==> src/rtl/arraymultiplier_wide_seq.sv <==
// 2N x 2N unsigned multiplier built from one shared N x N array multiplier.
// Four half-products pass through the array one per cycle and are summed shifted.

module arraymultiplier #(
    parameter int N = 16
) (
    input  logic [N-1:0]   x,
    input  logic [N-1:0]   y,
    output logic [2*N-1:0] prod
);
    // Ripple of shifted partial-product rows; row gi adds x<<gi when y[gi] is set
    for (genvar gi = 0; gi < N; gi++) begin : g_row
        logic [2*N-1:0] row_pp;
        logic [2*N-1:0] row_sum;
        assign row_pp = y[gi] ? ({{N{1'b0}}, x} << gi) : '0;
        if (gi == 0) begin : g_first
            assign row_sum = row_pp;
        end else begin : g_rest
            assign row_sum = g_row[gi-1].row_sum + row_pp;
        end
    end
    assign prod = g_row[N-1].row_sum;
endmodule

module arraymultiplier_wide_seq #(
    parameter int N = 16
) (
    input  logic           clk,
    input  logic           rst,
    input  logic           in_valid,
    output logic           in_ready,
    input  logic [2*N-1:0] a,
    input  logic [2*N-1:0] b,
    output logic           out_valid,
    input  logic           out_ready,
    output logic [4*N-1:0] p,
    output logic           busy
);
    typedef enum logic [1:0] {IDLE, MUL, DONE} state_t;

    state_t         state_reg, state_next;
    logic [1:0]     step_reg;
    logic [2*N-1:0] a_reg, b_reg;
    logic [4*N-1:0] acc_reg;

    logic [N-1:0]   mul_x, mul_y;
    logic [2*N-1:0] half_prod;
    logic [4*N-1:0] prod_ext;
    logic [4*N-1:0] addend;

    // Half selection by step: LL, HL, LH, HH
    always_comb begin
        mul_x = a_reg[N-1:0];
        mul_y = b_reg[N-1:0];
        case (step_reg)
            2'd1: begin mul_x = a_reg[2*N-1:N]; mul_y = b_reg[N-1:0];   end
            2'd2: begin mul_x = a_reg[N-1:0];   mul_y = b_reg[2*N-1:N]; end
            2'd3: begin mul_x = a_reg[2*N-1:N]; mul_y = b_reg[2*N-1:N]; end
            default: ;
        endcase
    end

    arraymultiplier #(.N(N)) u_array (
        .x    (mul_x),
        .y    (mul_y),
        .prod (half_prod)
    );

    assign prod_ext = {{(2*N){1'b0}}, half_prod};

    always_comb begin
        addend = prod_ext;
        case (step_reg)
            2'd1, 2'd2: addend = prod_ext << N;
            2'd3:       addend = prod_ext << (2*N);
            default: ;
        endcase
    end

    always_ff @(posedge clk) begin
        if (rst) state_reg <= IDLE;
        else     state_reg <= state_next;
    end

    always_comb begin
        state_next = state_reg;
        in_ready   = 1'b0;
        out_valid  = 1'b0;
        busy       = 1'b1;
        case (state_reg)
            IDLE: begin
                in_ready = 1'b1;
                busy     = 1'b0;
                if (in_valid) state_next = MUL;
            end
            MUL: begin
                if (step_reg == 2'd3) state_next = DONE;
            end
            DONE: begin
                out_valid = 1'b1;
                if (out_ready) state_next = IDLE;
            end
            default: state_next = IDLE;
        endcase
    end

    // Operands are captured on acceptance so a/b may change while multiplying
    always_ff @(posedge clk) begin
        if (rst) begin
            step_reg <= 2'd0;
            acc_reg  <= '0;
            a_reg    <= '0;
            b_reg    <= '0;
        end else begin
            case (state_reg)
                IDLE: begin
                    if (in_valid) begin
                        a_reg    <= a;
                        b_reg    <= b;
                        acc_reg  <= '0;
                        step_reg <= 2'd0;
                    end
                end
                MUL: begin
                    acc_reg  <= acc_reg + addend;
                    step_reg <= step_reg + 2'd1;
                end
                default: ;
            endcase
        end
    end

    assign p = acc_reg;
endmodule

==> config.mk <==
export PLATFORM = sky130hd
export DESIGN_NAME = arraymultiplier_wide_seq
export DESIGN_NICKNAME = d
export VERILOG_FILES = /design/src/rtl/arraymultiplier_wide_seq.sv
export SDC_FILE = /design/constraint.sdc
export NUM_CORES = 1
export LEC_CHECK = 0
export ABC_AREA = 1
export BUFFER_PORTS_ARGS = -buffer_cell sky130_fd_sc_hd__buf_2
export CAP_MARGIN = 20
export CORE_MARGIN = 3
export CORE_UTILIZATION = 55
export CTS_CLUSTER_SIZE = 25
export DETAILED_ROUTE_END_ITERATION = 16
export PLACE_DENSITY = 0.77
export SLEW_MARGIN = 20
export SYNTH_ARGS = -nofsm -noshare
export SYNTH_HDL_FRONTEND = slang
export SYNTH_SLANG_ARGS = --single-unit
==> constraint.sdc <==
create_clock -name clk -period 9.55 [get_ports clk]
set_input_delay 1.91 -clock clk [delete_from_list [all_inputs] [get_ports clk]]
set_output_delay 1.91 -clock clk [all_outputs]
set_load 0.005 [all_outputs]
==> results.yml <==
run_status:
  status: "finished, final reports clean"
layout:
  largest_register_ffs: 64
  stdcell_area_sq_um: 20300
  areaGrowthSynthToFinish_pct: 10.6
  utilization: 0.621
  drive_above_1_share: 0.104
  antenna_cells: 0
  nets: 3288
setup_path:
  crit_type: "reg2reg"
  cp_common_cell: "nand2_1"
  arrival_ps: 9350
  cp-end-kind: "flip-flop"
  path_max_fanout: 15
  crit_required_ps: 9840
  max_stage_delay_ps: 560
  critPathSlowestCell: "fa_1"
  startpoint_type: "flip-flop"
synthesis:
  synthCells: 2730
  ys_ff_latch: 132
  ys_async_sr_fraction: 0
  ys_types: 44
  synth_flop_cell: "dfxtp_1"
  postSynthAreaPerCell_sq_um: 6.72
  ys_seq_area_frac: 0.144
  syn-num-nets: 3159
  syn_area_sq_um: 18400
  synth_edf_count: 0
  ys_warn_count: 0
drt:
  detail_route.first_pass.iterations: 6
  vias: 18700
  ant_nets: 0
  wl_per_cell_um: 19.1
  drt_wl_total_mm: 63.3
  viasPerCell: 5.66
  drt_iter0_markers: 1756
  route.detailed.drc: 0
die:
  coreArea_sq_um: 32700
  die_h_um: 189
  initial_core_util: 0.561
  die_area_sq_um: 35600
  rows: 66
  num_io_pins: 135
  die_w_um: 189
grt:
  grt_first_pass_wirelength_mm: 98.5
  grt_max_degree: 99
  antenna_found_initial: 0
  grt_pass1_vias: 18000
  grtUsageMet3: 0.0785
  use_met1: 0.519
  grt_use_total: 0.355
  top_usage_layer: "met2"
  grt_use_met2: 0.531
  grt-ovfl-total: 0
placed_design:
  dp_hpwl_mm: 52.3
  port_buffers: 134
  dpl-instance-area_sq_um: 19700
  place_ws_ps: 262
  gp_congestion: 1.01
flow_run:
  maxCapViolations: 0
clock_tree:
  cts-root-buf: "clkbuf_16"
  cts_buffer_depth: 2
  clk_pin_slew_ps: 70
  htree_levels: 4
  cts-buffers-inserted: 17
  cts_tree: "built"
  worstSkewPairLatency_ps: 450
  cts_sinks: 132
timing:
  setup_tns_ps: 0
  relSlewSlack: 0.345
  setup_viol: 0
  finalCriticalPeriod_ps: 9050
  fmax_ghz: 0.110
  hold_viol_final: 0
  fin_crit_sh: 0.948
  finalClockSkew_ps: 8.42
  hold_slack_ps: 448
  drv_slew: 0
  grt_setup_unrepaired: "no"
  tightest_slew_ps: 980
  finalWorstSetupSlack_ps: 497
power_and_ir_drop:
  power_per_cell_area_nw_per_um2: 146
  vdd_drop_max_mv: 0.136
  p_leak_uw: 0.0101
worst_hold_path:
  hp-class: "reg2reg"
[report_power, final]
group | internal [uW] | total (uW) | leakage [uW] | switching [uW]
Combinational | 547 | 1650 | 0.00875 | 1100
Sequential | 596 | 628 | 0.00108 | 32.8
Clock | 370 | 677 | 0.000291 | 307
[critical path: cells and delay by family (launching register included)]
kind	cells	cell delay (ps)
AOI/OAI and AO/OA	8	1350
xor gates and xnor gates	1	430
adders and majority gates	9	4050
buffers and inverters	10	1020
DFF	1	370
and+or+nand+nor	13	1670
[timing repair]
item,4_1_cts,5_1_grt
hold buffers,0,0
endpoints found under the setup margin,0,26
buffers inserted,0,2
gates resized for setup,0,10
[layout by cell type (no fill, tap or decap), types with 48 or more instances in the layout]
cell type  synthesis  layout
o21ai_0          146     145
a21oi_1          220     220
buf_4              0      48
nand2_1          622     621
fa_1             199     199
dfxtp_1          132     132
nor2_1           364     360
ha_1             162     162
inv_1            465     465
buf_2             16     134
nand3_1          103     103
[Yosys cell counts, types with 16 or more instances]
library cell / n / area [sq um]
clkbuf_1: 51 / 191
dfxtp_1: 132 / 2640
ha_1: 162 / 2030
nand2_1: 622 / 2330
a21oi_1: 220 / 1100
inv_2: 21 / 78.8
o21ai_0: 146 / 731
fa_1: 199 / 3980
nand3_1: 103 / 515
inv_1: 465 / 1750
nor2_1: 364 / 1370
nor3_1: 16 / 80.1
buf_2: 16 / 80.1
o21ai_1: 25 / 125
nand4_1: 19 / 119
o22ai_1: 26 / 163
o21bai_1: 17 / 128
[routing by layer]
metal,up-vias,part of all wire
met2,959,0.43
li1,8815,-
met3,113,0.11
met5,-,0
met4,0,0.024
met1,8860,0.44
[path summary, 6_finish.rpt]
path,cells past startpoint,slack [ps],startpoint,end
setup reg to reg,41,500,step_reg[0],p[44]
hold reg to reg,2,450,b_reg[21],b_reg[21]
setup / recovery,41,500,step_reg[0],p[44]
hold / removal,2,450,b_reg[21],b_reg[21]
[logic make-up after synthesis]
family                   count (synthesis)  share of synthesized area
flip-flops                             132                      0.144
adder cells (fa/ha/maj)                361                      0.327
AO/OA/AOI/OAI                          473                      0.140
XOR/XNOR                                24                     0.0114
AND/OR/NAND/NOR                       1174                      0.260
buffers and inverters                  566                      0.117
[final cells by class]
cell class                      instances  area [sq um]
Multi-Input combinational cell       2032         13600
Clock inverter                         15           161
Inverter                              494          1860
Sequential cell                       132          2640
Clock buffer                           17           425
Fill cell                            3121         12400
Timing Repair Buffer                  182          1030
Tap cell                              442           553
[through the flow]
stage	power [uW]	instances
3_5_place_dp	2250	3280
6_report	2950	3314
5_1_grt	3150	3314
3_3_place_gp	2220	3280
2_1_floorplan	1730	2730
4_1_cts	2930	3312
No activity file was read; power rests on OpenSTA's default activity.
